[config.mk]
export PLATFORM = sky130hd
export DESIGN_NAME = command_decapsulate_inex_flat
export DESIGN_NICKNAME = d
export VERILOG_FILES = /design/src/rtl/command_decapsulate_inex_if.sv /design/src/rtl/command_decapsulate_inex.sv /design/src/flat_wrapper.sv
export SDC_FILE = /design/constraint.sdc
export NUM_CORES = 1
export LEC_CHECK = 0
export ABC_AREA = 1
export CAP_MARGIN = 15
export CORE_MARGIN = 2
export CORE_UTILIZATION = 52
export CTS_CLUSTER_DIAMETER = 40
export CTS_CLUSTER_SIZE = 28
export DETAILED_ROUTE_END_ITERATION = 7
export PLACE_DENSITY = 0.78
export SLEW_MARGIN = 10
export SYNTH_ARGS = -nofsm -noshare
export SYNTH_HDL_FRONTEND = slang
export SYNTH_SLANG_ARGS = --single-unit
[constraint.sdc]
create_clock -name i_clk -period 4.7 [get_ports i_clk]
set_clock_uncertainty 0.1 [all_clocks]
set_input_delay 0.94 -clock i_clk [delete_from_list [all_inputs] [get_ports i_clk]]
set_output_delay 0.94 -clock i_clk [all_outputs]
set_load 0.1 [all_outputs]
[src/rtl/command_decapsulate_inex_if.sv]
// Bundle for the decapsulator's tagged-response input and its four
// destination output channels (valid/ready), plus status outputs.
interface command_decapsulate_inex_if #(
  parameter int CNT_W = 16
);
  logic [65:0]      iv_command;
  logic             i_command_wr;

  logic [63:0]      ov_command_to_int;
  logic             o_valid_to_int;
  logic             i_ready_from_int;

  logic [63:0]      ov_command_to_ext_1;
  logic             o_valid_to_ext_1;
  logic             i_ready_from_ext_1;

  logic [63:0]      ov_command_to_ext_2;
  logic             o_valid_to_ext_2;
  logic             i_ready_from_ext_2;

  logic [63:0]      ov_command_to_ext_3;
  logic             o_valid_to_ext_3;
  logic             i_ready_from_ext_3;

  logic [3:0]       ov_full;
  logic [CNT_W-1:0] ov_drop_cnt;

  // Producer/consumer side: drives responses in, readies, observes outputs.
  modport master (
    output iv_command, i_command_wr,
    output i_ready_from_int, i_ready_from_ext_1, i_ready_from_ext_2, i_ready_from_ext_3,
    input  ov_command_to_int, o_valid_to_int,
    input  ov_command_to_ext_1, o_valid_to_ext_1,
    input  ov_command_to_ext_2, o_valid_to_ext_2,
    input  ov_command_to_ext_3, o_valid_to_ext_3,
    input  ov_full, ov_drop_cnt
  );

  // Decapsulator side.
  modport slave (
    input  iv_command, i_command_wr,
    input  i_ready_from_int, i_ready_from_ext_1, i_ready_from_ext_2, i_ready_from_ext_3,
    output ov_command_to_int, o_valid_to_int,
    output ov_command_to_ext_1, o_valid_to_ext_1,
    output ov_command_to_ext_2, o_valid_to_ext_2,
    output ov_command_to_ext_3, o_valid_to_ext_3,
    output ov_full, ov_drop_cnt
  );
endinterface

[src/rtl/command_decapsulate_inex.sv]
// Return path of the local access controller: strips the 2-bit source tag
// from a 66-bit response and steers the restored 64-bit word into one of
// four FWFT FIFOs (interior, ext1..ext3). Pushes into a full FIFO with no
// simultaneous pop are dropped and counted in a saturating counter.
module command_decapsulate_inex #(
  parameter int DEPTH = 4,
  parameter int CNT_W = 16
) (
  input  logic                        i_clk,
  input  logic                        i_rst,
  command_decapsulate_inex_if.slave   bus
);

  localparam int PTR_W  = $clog2(DEPTH);
  localparam int FILL_W = PTR_W + 1;
  localparam int NDST   = 4;

  typedef enum logic [1:0] {
    DST_INT  = 2'b00,
    DST_EXT1 = 2'b01,
    DST_EXT2 = 2'b10,
    DST_EXT3 = 2'b11
  } dst_e;

  logic [PTR_W-1:0]  wr_ptr_q [NDST];
  logic [PTR_W-1:0]  wr_ptr_d [NDST];
  logic [PTR_W-1:0]  rd_ptr_q [NDST];
  logic [PTR_W-1:0]  rd_ptr_d [NDST];
  logic [FILL_W-1:0] count_q  [NDST];
  logic [FILL_W-1:0] count_d  [NDST];
  logic [63:0]       mem_q    [NDST][DEPTH];
  logic [63:0]       mem_d    [NDST][DEPTH];
  logic [NDST-1:0]   full_q, full_d;
  logic [CNT_W-1:0]  drop_cnt_q, drop_cnt_d;

  dst_e              tag;
  logic [63:0]       payload;
  logic [NDST-1:0]   ready;
  logic [NDST-1:0]   valid;
  logic [NDST-1:0]   pop;
  logic [NDST-1:0]   push_req;
  logic [NDST-1:0]   accept;
  logic              drop;
  logic [63:0]       head [NDST];

  // Decode tag and restore the original 64-bit word; gather readies.
  always_comb begin
    tag     = dst_e'(bus.iv_command[63:62]);
    payload = {bus.iv_command[65:64], bus.iv_command[61:0]};
    ready   = {bus.i_ready_from_ext_3, bus.i_ready_from_ext_2,
               bus.i_ready_from_ext_1, bus.i_ready_from_int};
  end

  // Per-destination push/pop bookkeeping and drop counting.
  always_comb begin
    wr_ptr_d   = wr_ptr_q;
    rd_ptr_d   = rd_ptr_q;
    count_d    = count_q;
    mem_d      = mem_q;
    full_d     = '0;
    valid      = '0;
    pop        = '0;
    push_req   = '0;
    accept     = '0;
    drop       = 1'b0;
    drop_cnt_d = drop_cnt_q;
    for (int unsigned k = 0; k < NDST; k++) begin
      valid[k]    = (count_q[k] != '0);
      pop[k]      = valid[k] & ready[k];
      push_req[k] = bus.i_command_wr && (tag == dst_e'(k));
      // A pop in the same cycle frees a slot, so a full FIFO still accepts.
      accept[k]   = push_req[k] && ((count_q[k] != FILL_W'(DEPTH)) || pop[k]);
      if (accept[k]) begin
        mem_d[k][wr_ptr_q[k]] = payload;
        wr_ptr_d[k]           = wr_ptr_q[k] + PTR_W'(1);
      end
      if (pop[k]) begin
        rd_ptr_d[k] = rd_ptr_q[k] + PTR_W'(1);
      end
      case ({accept[k], pop[k]})
        2'b10:   count_d[k] = count_q[k] + FILL_W'(1);
        2'b01:   count_d[k] = count_q[k] - FILL_W'(1);
        default: count_d[k] = count_q[k];
      endcase
      if (push_req[k] && !accept[k]) begin
        drop = 1'b1;
      end
      full_d[k] = (count_d[k] == FILL_W'(DEPTH));
    end
    if (drop && (drop_cnt_q != '1)) begin
      drop_cnt_d = drop_cnt_q + CNT_W'(1);
    end
  end

  // Control state: pointers, fill counts, full flags, drop counter.
  always_ff @(posedge i_clk) begin
    if (i_rst) begin
      for (int unsigned k = 0; k < NDST; k++) begin
        wr_ptr_q[k] <= '0;
        rd_ptr_q[k] <= '0;
        count_q[k]  <= '0;
      end
      full_q     <= '0;
      drop_cnt_q <= '0;
    end else begin
      wr_ptr_q   <= wr_ptr_d;
      rd_ptr_q   <= rd_ptr_d;
      count_q    <= count_d;
      full_q     <= full_d;
      drop_cnt_q <= drop_cnt_d;
    end
  end

  // Storage array; contents are don't-care while a FIFO is empty.
  always_ff @(posedge i_clk) begin
    mem_q <= mem_d;
  end

  // Head words, forced to zero when the FIFO holds nothing.
  always_comb begin
    for (int unsigned k = 0; k < NDST; k++) begin
      head[k] = (count_q[k] != '0) ? mem_q[k][rd_ptr_q[k]] : '0;
    end
  end

  assign bus.ov_command_to_int   = head[DST_INT];
  assign bus.o_valid_to_int      = (count_q[DST_INT]  != '0);
  assign bus.ov_command_to_ext_1 = head[DST_EXT1];
  assign bus.o_valid_to_ext_1    = (count_q[DST_EXT1] != '0);
  assign bus.ov_command_to_ext_2 = head[DST_EXT2];
  assign bus.o_valid_to_ext_2    = (count_q[DST_EXT2] != '0);
  assign bus.ov_command_to_ext_3 = head[DST_EXT3];
  assign bus.o_valid_to_ext_3    = (count_q[DST_EXT3] != '0);
  assign bus.ov_full             = full_q;
  assign bus.ov_drop_cnt         = drop_cnt_q;

endmodule
[src/flat_wrapper.sv]
// flat-port wrapper written by rule: the top's interface ports become plain ports
module command_decapsulate_inex_flat 
#(
  parameter int DEPTH = 4,
  parameter int CNT_W = 16
)
  (i_clk, i_rst, bus_iv_command, bus_i_command_wr, bus_i_ready_from_int, bus_i_ready_from_ext_1, bus_i_ready_from_ext_2, bus_i_ready_from_ext_3, bus_ov_command_to_int, bus_o_valid_to_int, bus_ov_command_to_ext_1, bus_o_valid_to_ext_1, bus_ov_command_to_ext_2, bus_o_valid_to_ext_2, bus_ov_command_to_ext_3, bus_o_valid_to_ext_3, bus_ov_full, bus_ov_drop_cnt);
  command_decapsulate_inex_if #(.CNT_W(CNT_W)) bus_i ();
  input  logic i_clk;
  input  logic i_rst;
  input wire logic [$bits(bus_i.iv_command)-1:0] bus_iv_command;
  input wire logic [$bits(bus_i.i_command_wr)-1:0] bus_i_command_wr;
  input wire logic [$bits(bus_i.i_ready_from_int)-1:0] bus_i_ready_from_int;
  input wire logic [$bits(bus_i.i_ready_from_ext_1)-1:0] bus_i_ready_from_ext_1;
  input wire logic [$bits(bus_i.i_ready_from_ext_2)-1:0] bus_i_ready_from_ext_2;
  input wire logic [$bits(bus_i.i_ready_from_ext_3)-1:0] bus_i_ready_from_ext_3;
  output wire logic [$bits(bus_i.ov_command_to_int)-1:0] bus_ov_command_to_int;
  output wire logic [$bits(bus_i.o_valid_to_int)-1:0] bus_o_valid_to_int;
  output wire logic [$bits(bus_i.ov_command_to_ext_1)-1:0] bus_ov_command_to_ext_1;
  output wire logic [$bits(bus_i.o_valid_to_ext_1)-1:0] bus_o_valid_to_ext_1;
  output wire logic [$bits(bus_i.ov_command_to_ext_2)-1:0] bus_ov_command_to_ext_2;
  output wire logic [$bits(bus_i.o_valid_to_ext_2)-1:0] bus_o_valid_to_ext_2;
  output wire logic [$bits(bus_i.ov_command_to_ext_3)-1:0] bus_ov_command_to_ext_3;
  output wire logic [$bits(bus_i.o_valid_to_ext_3)-1:0] bus_o_valid_to_ext_3;
  output wire logic [$bits(bus_i.ov_full)-1:0] bus_ov_full;
  output wire logic [$bits(bus_i.ov_drop_cnt)-1:0] bus_ov_drop_cnt;
  assign bus_i.iv_command = bus_iv_command;
  assign bus_i.i_command_wr = bus_i_command_wr;
  assign bus_i.i_ready_from_int = bus_i_ready_from_int;
  assign bus_i.i_ready_from_ext_1 = bus_i_ready_from_ext_1;
  assign bus_i.i_ready_from_ext_2 = bus_i_ready_from_ext_2;
  assign bus_i.i_ready_from_ext_3 = bus_i_ready_from_ext_3;
  assign bus_ov_command_to_int = bus_i.ov_command_to_int;
  assign bus_o_valid_to_int = bus_i.o_valid_to_int;
  assign bus_ov_command_to_ext_1 = bus_i.ov_command_to_ext_1;
  assign bus_o_valid_to_ext_1 = bus_i.o_valid_to_ext_1;
  assign bus_ov_command_to_ext_2 = bus_i.ov_command_to_ext_2;
  assign bus_o_valid_to_ext_2 = bus_i.o_valid_to_ext_2;
  assign bus_ov_command_to_ext_3 = bus_i.ov_command_to_ext_3;
  assign bus_o_valid_to_ext_3 = bus_i.o_valid_to_ext_3;
  assign bus_ov_full = bus_i.ov_full;
  assign bus_ov_drop_cnt = bus_i.ov_drop_cnt;
  command_decapsulate_inex #(.DEPTH(DEPTH), .CNT_W(CNT_W)) u_core (.i_clk(i_clk), .i_rst(i_rst), .bus(bus_i));
endmodule
==> After elaboration in Yosys (flattened, before gate mapping) <==
Index checks and enable logic that the tools add are counted.
{ "op_classes": {"add_sub_neg": 17, "magnitude_cmp": 12, "n_eq_ne": 20, "mux": 36, "n_bitwise": 12, "reduce_logical": 30} }
{ "ops": {"columns": ["operator", "n"], "rows": [
  ["256-bit bitwise mux", 4],
  ["64-bit 2-to-1 mux", 16],
  ["64-bit binary-select mux with 2-bit select", 4],
  ["64-bit demux with 2-bit select", 4],
  ["3-bit greater-or-equal comparator (second input constant)", 8],
  ["2-bit NOT with 3-bit output", 8],
  ["3-bit one-hot mux with 2 select lines", 4],
  ["1-bit logical AND", 17],
  ["16-bit by 1-bit adder with 16-bit output (second input constant)", 1],
  ["2-bit by 1-bit adder with 2-bit output (second input constant)", 8],
  ["16-bit inequality test (second input constant)", 1],
  ["3-bit by 1-bit adder with 3-bit output (second input constant)", 4],
  ["2-bit equality test (second input constant)", 6],
  ["3-bit equality test (second input constant)", 4],
  ["3-bit by 1-bit < comparator with 1-bit output (second input constant)", 4],
  ["3-bit inequality test (second input constant)", 4],
  ["3-bit nonzero test", 4],
  ["3-bit by 1-bit subtractor with 3-bit output (second input constant)", 4],
  ["2-bit by 1-bit equality test with 1-bit output (second input constant)", 5],
  ["1-bit bitwise AND", 4],
  ["1-bit logical NOT", 4],
  ["1-bit logical OR", 4],
  ["1-bit 2-to-1 mux", 4],
  ["2-bit logical NOT", 1]
]} }
{ "totals": {"regBits": 1072, "in_bits": 73, "output_inout_bits": 280, "elab_cells": 157} }

==> Logic depth before layout (Yosys ltp) <==
Gate-level depths: netlist of run 1.
{ "depth": {"depth_word": 11, "ltp_mapped": 14, "ltp_nobuf": 14} }

==> Worst setup path before layout of run 1 <==
Ideal clock, no wire load.
{ "synth_path": {"path_kind": "input to register", "start": "input bus_iv_command[63]", "end": "register u_core.mem_q[1000] (netlist name) (enable)", "setup_time_ns": 0.486, "arrival_ns": 4.061, "required_time_ns": 4.114, "path_slack_ns": 0.053, "cell_stages": 5, "path_buffers": 0, "cell_sequence": "inv_1 > nand3_1 > nor2_1 > inv_1 > nor2_1"} }
{ "synth_between": {"elab_chain_len": 3} }
{ "synth_lines": {"columns": ["element", "line", "source"], "rows": [
  ["from (decl)", "flat_wrapper.sv:11", "input wire logic [$bits(bus_i.iv_command)-1:0] bus_iv_command;"],
  ["2-bit logical NOT", "command_decapsulate_inex.sv:70", "push_req[k] = bus.i_command_wr && (tag == dst_e'(k));"],
  ["1-bit logical AND", "command_decapsulate_inex.sv:70", null],
  ["1-bit logical AND", "command_decapsulate_inex.sv:72", "accept[k] = push_req[k] && ((count_q[k] != FILL_W'(DEPTH)) || pop[k]);"],
  ["to (signal assigned)", "command_decapsulate_inex.sv:116", "mem_q <= mem_d;"],
  ["to (decl)", "command_decapsulate_inex.sv:31", "logic [63:0] mem_q [NDST][DEPTH];"]
]} }
No other way between the ends.
A chain may end at the register's enable or synchronous reset.

==> Final worst setup path of run 1 <==
{ "layout_path": {"start": "register u_core.rd_ptr_q[6] (netlist name)", "end": "output bus_ov_command_to_int[11]"} }
{ "layout_between": {"elab_chain_len": 5} }
{ "layout_lines": {"columns": ["element", "line", "source"], "rows": [
  ["from (decl)", "command_decapsulate_inex.sv:27", "logic [PTR_W-1:0] rd_ptr_q [NDST];"],
  ["from (signal assigned)", "command_decapsulate_inex.sv:107", "rd_ptr_q <= rd_ptr_d;"],
  ["2-bit NOT with 3-bit output (not written as such)", "command_decapsulate_inex.sv:122", "head[k] = (count_q[k] != '0) ? mem_q[k][rd_ptr_q[k]] : '0;"],
  ["64-bit binary-select mux with 2-bit select", "command_decapsulate_inex.sv:122", null],
  ["64-bit 2-to-1 mux (not written as such) (2 in a row)", "command_decapsulate_inex.sv:122", null],
  ["64-bit 2-to-1 mux", "command_decapsulate_inex.sv:122", null],
  ["to (decl)", "flat_wrapper.sv:17", "output wire logic [$bits(bus_i.ov_command_to_int)-1:0] bus_ov_command_to_int;"]
]} }
No other way between the ends. The select of a mux whose other input is x is not followed.

==> metrics.cfg, run 1 <==
[global_route]
grt_pass1_vias=26600
grt-ovfl-total=0
grt_pass1_wl_um=161000
grt_util_all_layers_pct=25.6
grt_max_degree=132
antenna_found_initial=1

[layout]
fill_cells=5827
drive_above_1_share_pct=15.0
nets=3872
final_cell_mix=nor2_1 (1086), edfxtp_1 (1024), o21ai_0 (527), buf_4 (295), a21oi_1 (280)
layout_commonest_cell=nor2_1
ff_latch_area_um2=31700
area_growth_pct=19.7
multiInputGateArea_um2=9480

[clocking]
clkSinkCount=1072
clockBufferDepth=3
cts_made_buffers=119
ctsResizeCount=0
cts_setup_buffers=0
cts.clk_slew.worst_paths_ns=0.06
clk_latency_ns=0.68
root_buffer=clkbuf_16
cts_tree=built
cts-htree-levels=3
postCtsHoldBufs=0

[logic_synthesis]
synth_top_family_by_area=simple AND/OR/NAND/NOR gates
ys_seq_elements=1072
synthMuxAreaShare_pct=0
synth_area_um2=42200
synth_fp_nets=3548
avgSynthCellArea_um2=12.2
synth-xor-area-share_pct=0.207
ys_seq_area_share_pct=75.1
yosys-top-cells-area=edfxtp_1 (73%), nor2_1 (9.8%), o21ai_0 (6.2%), a21oi_1 (3.3%), dfxtp_1 (2.3%)
synth_top_area_share_pct=72.9
yosysUniqueCellTypes=26
synthSimpleGateAreaFrac_pct=11.2
yosys_warnings=0
yosysTopAreaCell=edfxtp_1
synth_cells=3450
synth_compound_area_share_pct=9.91
synth_fa_ha_area_share_pct=0.812

[detailed_routing]
drt_first_pass_iters=6
dr_total_vias=28000
wire_per_inst_um=22.0
wl_um=108000
drtIter0Drc=2918
drtAntennaViolNets=0
routed_via_density=5.66
drc=0

[sta]
worstMarginPinSlew_ns=1.04
setup_viol=0
fmax_ghz=0.245
rsz0062_at_grt=false
maxSlewViolCount=0
setup_tns_ns=0
post-route-min-period_ns=4.08
final-hold-violation-count=0
finalCritPeriodShare_pct=86.9
slew_headroom_pct=30.6
setup_ws_ns=0.615

[die]
initial_core_util_pct=52.5
die_y_um=289
die-width_um=289
design.core.area_um2=80400
dieArea_um2=83500
rows=104
io_pins=353

[outcome]
status=complete, no violations

[place]
preCtsSetupSlack_ns=1.10
gp_congestion=0.832
port_buffers=352
place_hpwl_um=64600

[worst_setup_path]
path_max_fanout=71
startpoint=u_core.rd_ptr_q[6]$_SDFFE_PP0N_
cp_slowest_stage_delay_ns=0.68
critical_path_arrival_ns=3.04
crit_type=reg -> out
crit_family=buffers and inverters
cp_data_required_time_ns=3.66
rr_worst_depth=10
cp_cell_sequence=clkinv_2, buf_12, o21ai_0, a21oi_1, buf_4
r2r-end=u_core.bus.ov_full[3]$_SDFF_PP0_
timing.rr.start=u_core.count_q[1]$_SDFF_PP0_
ff2ff_setup_slack_ns=1.99
worst_setup_path_start_kind=register
crit_buf_inv=3
cp_slowest_cell=clkinv_2
endpoint_kind=output port

[min_path]
holdPathEnd=u_core.wr_ptr_q[6]$_SDFFE_PP0P_
hold_depth=1
min_path_type=reg -> reg
hp-start=u_core.wr_ptr_q[6]$_SDFFE_PP0P_

[run]
max_cap_viol_count=0

-- worst max-delay path by stage --
stage | to | slack, ns | cells past startpoint
floorplan | u_core.mem_q[1000]$_DFFE_PP_ | 0.05 | 5
finish | bus_ov_command_to_int[11] | 0.62 | 5
global placement | u_core.count_q[8]$_SDFF_PP0_ | 1.17 | 14
CTS | bus_ov_command_to_int[11] | 0.62 | 5
global route | bus_ov_command_to_int[61] | 0.51 | 5
detailed placement | u_core.mem_q[480]$_DFFE_PP_ | 1.10 | 6
-- sequential cells by signal, summed over array words and instances, names as in the netlist --
signal                  count
u_core.mem_q             1024
u_core.count_q             12
u_core.bus.ov_full          4
u_core.bus.ov_drop_cnt     16
u_core.rd_ptr_q             8
u_core.wr_ptr_q             8
-- cells by family after synthesis --
kind of cell             count (synthesis)
AND/OR/NAND/NOR                       1226
XOR/XNOR                                10
adder cells (fa/ha/maj)                 25
flip-flops                            1072
AO/OA/AOI/OAI                          828
buffers and inverters                  289
-- layout make-up --
cell class | instances | area share [%]
diodes | 1 | 0.00495
inverters | 82 | 0.619
clock buffers | 126 | 5.99
clock inverters | 100 | 2.17
well taps | 1060 | 2.62
repair buffers | 410 | 7.04
multi-input cells | 2089 | 18.8
flip-flops and latches | 1072 | 62.8
-- Yosys cell counts --
| cell type | number |
|---|---|
| a21oi_1 | 280 |
| a21oi_2 | 10 |
| buf_1 | 15 |
| buf_12 | 1 |
| buf_2 | 52 |
| clkbuf_1 | 139 |
| dfxtp_1 | 48 |
| edfxtp_1 | 1024 |
| fa_1 | 4 |
| ha_1 | 21 |
| inv_1 | 78 |
| inv_2 | 4 |
| nand2_1 | 75 |
| nand2_2 | 6 |
| nand2_4 | 3 |
| nand3_1 | 26 |
| nand3b_1 | 3 |
| nand4_1 | 4 |
| nor2_1 | 1104 |
| nor2_4 | 3 |
| nor3_1 | 2 |
| o21a_1 | 1 |
| o21ai_0 | 527 |
| o21ai_1 | 10 |
| xnor2_1 | 1 |
| xor2_1 | 9 |
-- worst register-to-register path, stage by stage (launching register included) --
cell and delay, ns:
dfxtp_1 0.35, nor3_2 0.25, buf_4 0.55, nor2_1 0.25
ha_1 0.25, inv_1 0.10, fa_1 0.43, nand2_1 0.09
o21ai_0 0.12, nand2_1 0.09, nor2_1 0.04
-- per-layer routing --
| layer | wire, um | track usage, % | vias up |
|---|---|---|---|
| met5 | 0 | 0 | - |
| met4 | 2990 | 8.31 | 0 |
| met3 | 9430 | 4.31 | 181 |
| met2 | 52200 | 41.6 | 1334 |
| met1 | 43800 | 35.4 | 13700 |
| li1 | - | - | 12800 |
-- per-stage QoR --
step | hold slack (ns) | instance area, um^2 | instances | utilization (%)
floorplan | 0.363 | 42200 | 3450 | -
global placement | 0.385 | 46400 | 4713 | 57.7
detailed placement | 0.398 | 46400 | 4713 | 57.7
CTS | 0.410 | 50500 | 4939 | 62.8
global route | 0.418 | 50500 | 4939 | 62.8
finish | 0.402 | 50500 | 4940 | 62.8
Power of run 1 is left out: the tool's default activity adds up to more than one toggle a clock period on the data nets, which glitch-free logic cannot reach.
==> run 2, diff against run 1 <==
SKIP_CTS_REPAIR_TIMING = 1   (was not set)
==> results of run 2 <==
The final DEF is identical to that of run 1; final timing and power are the same.
Power of run 2 is left out for the same reason.
